<file path="src/rtl/cpu_pkg.sv">
// Shared encodings for the LDM/STM sequencer: FSM states, word size and
// the {P,U} addressing-mode codes.
package cpu_pkg;

    typedef enum logic [2:0] {
        ST_IDLE = 3'd0,
        ST_CALC = 3'd1,
        ST_XFER = 3'd2,
        ST_GAP  = 3'd3,
        ST_WB   = 3'd4,
        ST_DONE = 3'd5
    } state_t;

    localparam int WORD_BYTES = 4;

    // Mode codes are the concatenation {P, U}.
    localparam logic [1:0] MODE_DA = 2'b00;
    localparam logic [1:0] MODE_IA = 2'b01;
    localparam logic [1:0] MODE_DB = 2'b10;
    localparam logic [1:0] MODE_IB = 2'b11;

endpackage

</file>
<file path="src/rtl/reg_list_prio_enc.sv">
// Lowest-set-bit encoder and population count for a 16-bit register list.
module reg_list_prio_enc (
    input  logic [15:0] list,
    output logic [3:0]  idx,
    output logic        valid,
    output logic [4:0]  count
);

    // Scanning from the top down leaves the lowest set bit as the final winner.
    always_comb begin
        idx   = 4'd0;
        valid = 1'b0;
        count = 5'd0;
        for (int i = 15; i >= 0; i--) begin
            if (list[i]) begin
                idx   = 4'(i);
                valid = 1'b1;
            end
        end
        for (int i = 0; i < 16; i++) begin
            count = count + {4'b0000, list[i]};
        end
    end

endmodule

</file>
<file path="src/rtl/ldm_stm_sequencer.sv">
// LDM/STM sequencer: walks the register list lowest index first, moving one word
// per set bit over the MOC handshake, then optionally writes back the base.
module ldm_stm_sequencer
    import cpu_pkg::*;
#(
    parameter int ADDR_W = 8
) (
    input  logic              clk,
    input  logic              clr,
    input  logic              start,
    input  logic              load,
    input  logic              pre,
    input  logic              up,
    input  logic              wback,
    input  logic [3:0]        base_reg,
    input  logic [31:0]       base_val,
    input  logic [15:0]       reg_list,
    output logic              busy,
    output logic              done,
    output logic [3:0]        rf_rd_sel,
    input  logic [31:0]       rf_rd_data,
    output logic              rf_wr_en,
    output logic [3:0]        rf_wr_sel,
    output logic [31:0]       rf_wr_data,
    output logic              mem_req,
    output logic              mem_rw,
    output logic [ADDR_W-1:0] mem_addr,
    output logic [31:0]       mem_wdata,
    input  logic [31:0]       mem_rdata,
    input  logic              mem_moc
);

    localparam logic [31:0] ADDR_MASK = 32'((64'd1 << ADDR_W) - 64'd1);

    state_t            state_q, state_d;
    logic [15:0]       list_q, list_d;
    logic [ADDR_W-1:0] addr_q, addr_d;
    logic [ADDR_W-1:0] wb_addr_q, wb_addr_d;
    logic [31:0]       base_q, base_d;
    logic [3:0]        base_reg_q, base_reg_d;
    logic              load_q, load_d;
    logic              pre_q, pre_d;
    logic              up_q, up_d;
    logic              wback_q, wback_d;
    logic              base_hit_q, base_hit_d;

    logic [3:0]        enc_idx;
    logic              enc_valid;
    logic [4:0]        enc_count;
    logic [ADDR_W-1:0] base_lo;
    logic [ADDR_W-1:0] word_step;
    logic [ADDR_W-1:0] four_n;

    reg_list_prio_enc u_enc (
        .list  (list_q),
        .idx   (enc_idx),
        .valid (enc_valid),
        .count (enc_count)
    );

    assign base_lo   = base_q[ADDR_W-1:0];
    assign word_step = ADDR_W'(WORD_BYTES);
    assign four_n    = ADDR_W'(enc_count) << $clog2(WORD_BYTES);

    always_comb begin
        state_d    = state_q;
        list_d     = list_q;
        addr_d     = addr_q;
        wb_addr_d  = wb_addr_q;
        base_d     = base_q;
        base_reg_d = base_reg_q;
        load_d     = load_q;
        pre_d      = pre_q;
        up_d       = up_q;
        wback_d    = wback_q;
        base_hit_d = base_hit_q;

        busy       = 1'b0;
        done       = 1'b0;
        rf_rd_sel  = 4'd0;
        rf_wr_en   = 1'b0;
        rf_wr_sel  = 4'd0;
        rf_wr_data = 32'd0;
        mem_req    = 1'b0;
        mem_rw     = 1'b0;
        mem_addr   = '0;
        mem_wdata  = 32'd0;

        case (state_q)
            ST_IDLE: begin
                if (start) begin
                    load_d     = load;
                    pre_d      = pre;
                    up_d       = up;
                    wback_d    = wback;
                    base_reg_d = base_reg;
                    base_d     = base_val;
                    list_d     = reg_list;
                    state_d    = ST_CALC;
                end
            end

            ST_CALC: begin
                busy       = 1'b1;
                base_hit_d = list_q[base_reg_q];
                wb_addr_d  = up_q ? (base_lo + four_n) : (base_lo - four_n);
                // Every mode walks upward, so decrementing modes start at the low end of the block.
                case ({pre_q, up_q})
                    MODE_DA: addr_d = base_lo - four_n + word_step;
                    MODE_IA: addr_d = base_lo;
                    MODE_DB: addr_d = base_lo - four_n;
                    default: addr_d = base_lo + word_step;
                endcase
                state_d = enc_valid ? ST_XFER : ST_DONE;
            end

            ST_XFER: begin
                busy      = 1'b1;
                rf_rd_sel = enc_idx;
                mem_req   = 1'b1;
                mem_rw    = load_q;
                mem_addr  = {addr_q[ADDR_W-1:2], 2'b00};
                mem_wdata = load_q ? 32'd0 : rf_rd_data;
                if (mem_moc) begin
                    if (load_q) begin
                        rf_wr_en   = 1'b1;
                        rf_wr_sel  = enc_idx;
                        rf_wr_data = mem_rdata;
                    end
                    list_d  = list_q & ~(16'h0001 << enc_idx);
                    addr_d  = addr_q + word_step;
                    state_d = ST_GAP;
                end
            end

            ST_GAP: begin
                busy    = 1'b1;
                state_d = enc_valid ? ST_XFER : ST_WB;
            end

            ST_WB: begin
                busy = 1'b1;
                // A base register that was just loaded keeps the loaded word.
                if (wback_q && !(load_q && base_hit_q)) begin
                    rf_wr_en   = 1'b1;
                    rf_wr_sel  = base_reg_q;
                    rf_wr_data = (base_q & ~ADDR_MASK) | 32'(wb_addr_q);
                end
                state_d = ST_DONE;
            end

            ST_DONE: begin
                done    = 1'b1;
                state_d = ST_IDLE;
            end

            default: state_d = ST_IDLE;
        endcase
    end

    always_ff @(posedge clk) begin
        if (clr) begin
            state_q    <= ST_IDLE;
            list_q     <= 16'd0;
            addr_q     <= '0;
            wb_addr_q  <= '0;
            base_q     <= 32'd0;
            base_reg_q <= 4'd0;
            load_q     <= 1'b0;
            pre_q      <= 1'b0;
            up_q       <= 1'b0;
            wback_q    <= 1'b0;
            base_hit_q <= 1'b0;
        end else begin
            state_q    <= state_d;
            list_q     <= list_d;
            addr_q     <= addr_d;
            wb_addr_q  <= wb_addr_d;
            base_q     <= base_d;
            base_reg_q <= base_reg_d;
            load_q     <= load_d;
            pre_q      <= pre_d;
            up_q       <= up_d;
            wback_q    <= wback_d;
            base_hit_q <= base_hit_d;
        end
    end

endmodule

</file>
<file path="config.mk">
export PLATFORM = sky130hd
export DESIGN_NAME = ldm_stm_sequencer
export DESIGN_NICKNAME = d
export VERILOG_FILES = /design/src/rtl/cpu_pkg.sv /design/src/rtl/reg_list_prio_enc.sv /design/src/rtl/ldm_stm_sequencer.sv
export SDC_FILE = /design/constraint.sdc
export NUM_CORES = 1
export LEC_CHECK = 0
export BUFFER_PORTS_ARGS = -buffer_cell sky130_fd_sc_hd__buf_2
export CORE_MARGIN = 8
export CORE_UTILIZATION = 40
export CTS_BUF_LIST = sky130_fd_sc_hd__clkbuf_16
export DETAILED_ROUTE_END_ITERATION = 8
export MAX_ROUTING_LAYER = met4
export PLACE_DENSITY = 0.68
export SLEW_MARGIN = 25
export SYNTH_ARGS = -nofsm -noshare
export SYNTH_HDL_FRONTEND = slang
export SYNTH_SLANG_ARGS = --single-unit
</file>
<file path="constraint.sdc">
create_clock -name clk -period 11.1 [get_ports clk]
set_input_delay 1.665 -clock clk [delete_from_list [all_inputs] [get_ports clk]]
set_output_delay 1.665 -clock clk [all_outputs]
set_load 0.05 [all_outputs]
</file>
Word level (Yosys, flattened, before mapping)
Cells that the tools add are included.

cells by class
  add/sub/neg operators = 20
  $mul = 0
  div/mod/pow operators = 0
  $lt $le $gt $ge = 1
  eq/ne operators = 9
  shift-type cells = 1
  multiplexer cells = 66
  bitwise operators = 3
  reduce and logical (&&, ||, !) cells = 12

operator list
  operator                count
  $mux W32                5
  $mux W4                 20
  $add A5 B1 Y5           14
  $pmux W32 S2            1
  $mux W16                2
  $or A32 B8 Y32          1
  $pmux W16 S2            1
  $add A8 B3 Y8 const B   3
  $mux W1                 24
  $mux W8                 3
  $pmux W8 S3             1
  $and A16 B16 Y16        1
  $not A16 Y16            1
  $pmux W8 S2             1
  $shl A1 B4 Y16 const A  1
  $pmux W3 S5             1
  $mux W3                 4
  $add A8 B7 Y8           1
  $pmux W4 S2             1
  $sub A8 B7 Y8           1
  $eq A3 B2 Y1 const B    2
  $eq A3 B3 Y1 const B    2
  $reduce_and A2 Y1       3
  $lt A4 B5 Y1 const B    1
  other kinds (14)        17

word-level totals
  flip-flop bits (word level) = 76
  bits in latches = 0
  bits in writable memories = 0
  memory bits (read-only) = 0
  input bits = 124
  output and inout port bits = 85
  word-level logic and storage cells = 123
  memories kept = 0

Depth between registers and ports, before layout
  depth after elaboration = 21
  mapped depth = 22
  gate-level depth less buffers = 22

Modules after synthesis
Synthesis repeated with hierarchy kept, for this count alone.

second synthesis, totals
  cells, all modules = 675
  area, all modules = 5,128.7 um^2

by module, submodules not included
  module             instances  cells an instance  area an instance (um^2)  seq. area each (um^2)
  ldm_stm_sequencer  1          606                4,585.6                  1,481.4
  reg_list_prio_enc  1          69                 543.0                    0.0

Least setup slack after synthesis
OpenSTA, ideal clock, no wires.

  path kind = register to register
  start point = reg list_q[1]
  end point = reg addr_q[6]
  setup time = 0.122 ns
  arrival time = 5.101 ns
  data required time = 10.978 ns
  setup slack = 5.877 ns
  stages on the path, launching flop included = 17
  buffers on the path = 0
  period minus slack after synthesis = 5.223 ns
  cell sequence = dfxtp_1 > ha_1 > inv_1 > fa_1 > fa_1 > fa_1 > fa_1 > fa_1 > fa_1 > inv_1 > ha_1 > o21bai_1 > a211o_1 > a31oi_1 > nand3_1 > xnor2_1 > o311a_1

between the ends
  word-level cells in the longest chain between the ends = 19

RTL lines
  item                              RTL line                                            source
  start: declaration                ldm_stm_sequencer.sv:36                             logic [15:0] list_q, list_d;
  start signal: assignment          ldm_stm_sequencer.sv:176                            list_q <= list_d;
  $add A1 B1 Y2 (*)                 reg_list_prio_enc.sv:21                             count = count + {4'b0000, list[i]};
  $add A5 B1 Y5 (*) (14 in series)  reg_list_prio_enc.sv:21
  $sub A8 B7 Y8 (*)                 ldm_stm_sequencer.sv:109, ldm_stm_sequencer.sv:111
  $add A8 B3 Y8                     ldm_stm_sequencer.sv:109                            MODE_DA: addr_d = base_lo - four_n + word_step;
  $pmux W8 S3 (*)                   ldm_stm_sequencer.sv:108                            case ({pre_q, up_q})
  $pmux W8 S2 (*)                   ldm_stm_sequencer.sv:89                             case (state_q)
  end signal: assignment            ldm_stm_sequencer.sv:177                            addr_q <= addr_d;
  end: declaration                  ldm_stm_sequencer.sv:37                             logic [ADDR_W-1:0] addr_q, addr_d;

Every way passes the cells marked *; elsewhere a longest branch is shown, timed or not.
A chain may end at the register's enable or synchronous reset.

Worst setup path after layout
Ends and elaborated chain as after synthesis.

==> impl_metrics.py <==
metrics = {
    "status": {
        "status": "completed",
    },
    "detailed_routing": {
        "ant_nets": 0,
        "vias_per_cell": 5.30,
        "drt_iter0_markers": 311,
        "routedWlPerCell_um": 16.9,
        "vias": 5451,
        "dr.pass1.iters": 7,
        "drc_errors": 0,
        "drt_wl_total_um": 17400,
    },
    "clock_network": {
        "clk_pin_slew_worst_paths_ns": 0.07,
        "cts_setup_buffers": 0,
        "clock_path_buffers": 2,
        "cts_sinks": 74,
        "clock-root-buffer": "clkbuf_16",
        "cts_hold_buf": 0,
        "clock_latency_ns": 0.35,
        "ctsResizeCount": 0,
        "cts_tree": "yes",
        "cts_inserted_buffers": 9,
        "ctsHtreeMaxLevel": 3,
    },
    "critical_path": {
        "r2r-start": "list_q[1]",
        "regToRegEndpoint": "addr_q[6]",
        "crit_top_cell": "fa_1",
        "crit_fanout": 6,
        "worstPathArrival_ns": 5.79,
        "crit_path_end_kind": "flip-flop",
        "path_class": "reg2reg",
        "ff2ff_setup_slack_ns": 5.55,
        "r2r_cells": 16,
        "critical-path-top-delay-family": "adder cells",
        "crit_chain": "ha_1 -> inv_1 -> fa_1 -> fa_1 -> fa_1 -> fa_1 -> fa_1 -> fa_1 -> inv_1 -> ha_1 -> o21bai_1 -> a211o_1 -> a31oi_1 -> nand3_1 -> xnor2_1 -> o311a_1",
        "required_ns": 11.34,
        "start_kind": "flip-flop",
        "path_buf_inv": 2,
        "cp_slowest_cell": "fa_1",
        "slowest_delay_ns": 0.57,
    },
    "cells_and_area": {
        "area_growth_pct": 27.1,
        "nets": 1009,
        "utilization_pct": 51.9,
        "diodes": 0,
        "fill_cells": 1286,
        "final_area_mm2": 0.00655,
        "layout-drive-gt1-share_pct": 29.1,
        "final_common_cell": "buf_2",
        "layout_common_cells": "buf_2, nand2_1, dfxtp_1, a21oi_1, nor2_1",
        "fin_cells": 1028,
    },
    "place": {
        "dp_cells": 1012,
        "postPlaceCellArea_mm2": 0.00627,
        "numPortBuffers": 206,
        "dp_hpwl_um": 13500,
        "gp_congestion": 0.886,
    },
    "floorplanning": {
        "fp-row-count": 41,
        "core_area_mm2": 0.0126,
        "initial_core_util_pct": 40.9,
        "pin_count": 209,
        "die_area_mm2": 0.0168,
        "fp.dieH_um": 130,
        "fp.dieW_um": 130,
    },
    "power_and_ir_drop": {
        "power_frac_seq_pct": 23.0,
        "p_sw_mw": 0.756,
        "p_per_area_mw_per_mm2": 241,
        "intPower_mw": 0.824,
        "power_mw": 1.58,
        "combPwrFrac_pct": 59.9,
        "sw_frac_of_total_pct": 47.9,
        "p_clk_share_pct": 17.2,
        "ir_drop_v": 0.000129,
        "leakage_nw": 3.02,
    },
    "timing": {
        "finalSetupTns_ns": 0,
        "skew_ns": 0.00997,
        "fmax_ghz": 0.180,
        "max-slew-margin-rel_pct": 39.3,
        "tightest_slew_ns": 0.911,
        "post-route-min-period_ns": 5.55,
        "finalHoldViolations": 0,
        "setup_viol": 0,
        "slew_violations": 0,
        "rsz0062_at_grt": "false",
        "fin_crit_sh_pct": 50.0,
    },
    "synth": {
        "synth_ff_type": "dfxtp_1",
        "seq_area_frac_synth_pct": 28.7,
        "synth_edf_count": 0,
        "yosysTopAreaCellShare_pct": 28.7,
        "synth_warnings": 0,
        "ys_seq_elements": 74,
        "yosys.area.top_type": "dfxtp_1",
        "netlist_area_mm2": 0.00516,
        "synthCells": 675,
        "yosys.cell_types.count": 67,
        "synth.area.top_cells": "dfxtp_1, nand2_1, a21oi_1, a22o_1, ha_1",
        "synth-async-reset-ratio_pct": 0,
        "synth_area_per_cell_um2": 7.64,
    },
    "global_route": {
        "grt_max_degree": 74,
        "grt_pass1_wl_um": 26400,
        "grt_use_total_pct": 20.3,
        "grt_pass1_vias": 5172,
        "antenna_found_initial": 0,
        "grt-ovfl-total": 0,
    },
    "min_path": {
        "hold_depth": 2,
        "hold_path.startpoint": "base_q[0]",
        "hold_class": "reg2reg",
        "min_to": "wb_addr_q[0]",
    },
    "flow_run": {
        "max_cap_viol_count": 0,
    },
}
metrics by stage:
step	worst slack (ns)	hold slack, ns
6_report	5.55	0.456
5_1_grt	5.31	0.478
4_1_cts	5.56	0.454
3_5_place_dp	5.56	0.444
3_3_place_gp	5.69	0.443
2_1_floorplan	5.88	0.432
logic make-up after synthesis:
logic type               count (synthesis)  synth area share, %
AO/OA/AOI/OAI                          184                 24.2
other                                    1               0.0727
buffers and inverters                   85                 6.45
XOR/XNOR                                14                 2.38
AND/OR/NAND/NOR                        277                 25.8
adder cells (fa/ha/maj)                 33                 9.75
flip-flops                              74                 28.7
multiplexers                             7                 2.57
worst register-to-register path: cells and delay by family (launching register included):
| family | cells | cell delay [ns] |
|---|---|---|
| AO/OA/AOI/OAI | 4 | 1.10 |
| XOR/XNOR | 1 | 0.15 |
| adder cells (fa/ha/maj) | 8 | 3.45 |
| buffers and inverters | 2 | 0.16 |
| flip-flops | 1 | 0.43 |
| AND/OR/NAND/NOR | 1 | 0.15 |
routing by layer:
metal	global-route usage [%]	vias to the layer above	part of all wire, %
li1	-	2720	-
met1	25.2	2490	44
met2	32.5	223	46
met3	4.27	18	8.9
met4	6.15	0	1.4
met5	-	-	0
sequential cells by signal, summed over array words and instances, names as in the netlist:
name / flops
base_q: 32
pre_q: 1
wback_q: 1
base_hit_q: 1
up_q: 1
load_q: 1
list_q: 16
addr_q: 6
state_q: 3
wb_addr_q: 8
base_reg_q: 4
how the worst max path moves through the flow:
stage / startpoint / endpoint / slack [ns] / cells past startpoint
floorplan: list_q[1] / addr_q[6] / 5.88 / 16
global placement: list_q[1] / addr_q[6] / 5.69 / 16
detailed placement: list_q[1] / addr_q[6] / 5.56 / 16
global route: list_q[1] / addr_q[7] / 5.31 / 16
CTS: list_q[1] / addr_q[6] / 5.56 / 16
finish: list_q[1] / addr_q[6] / 5.55 / 16
synth_stat cells, types with 2 or more instances:
master    instances
inv_2             4
clkbuf_1         34
a21o_1            2
nand2_1         128
mux4_2            5
and3_1           10
o21ai_0           8
inv_1            35
a311oi_1         10
nand4b_1          2
o311a_1           2
a31oi_1           8
o221ai_1          2
o21ai_1           5
o21bai_1          3
or4_1             3
a221oi_1          4
o31ai_1           2
nand4_1           5
a22o_1           33
nor2_2            2
a211oi_1          9
buf_1             5
dfxtp_1          74
nor2_1           42
or4b_1            2
buf_4             2
xor2_1            7
ha_1             21
buf_2             5
nand3_1          14
fa_1             12
and2_1           34
o211ai_1          8
mux2i_1           2
a21oi_1          73
nor2b_1           6
nand2b_1         10
xnor2_1           7
nor3_1            5
nor4_1            4
power groups by stage:
stage,combinational (mW),sequential [mW],clock (mW)
floorplan,0.747,0.346,0
global placement,0.924,0.367,0
detailed placement,0.937,0.368,0
CTS,0.940,0.362,0.276
global route,1.04,0.370,0.286
finish,0.946,0.363,0.271
area by class of cell:
type,instances,area (µm²),area share [%]
Tap cell,172,215,3.28
Timing Repair Buffer,211,1080,16.4
Sequential cell,74,1480,22.6
Clock buffer,9,225,3.44
Multi-Input combinational cell,517,3360,51.4
Clock inverter,6,42.5,0.649
Inverter,39,146,2.23
Power figures use the tool's default switching activity.
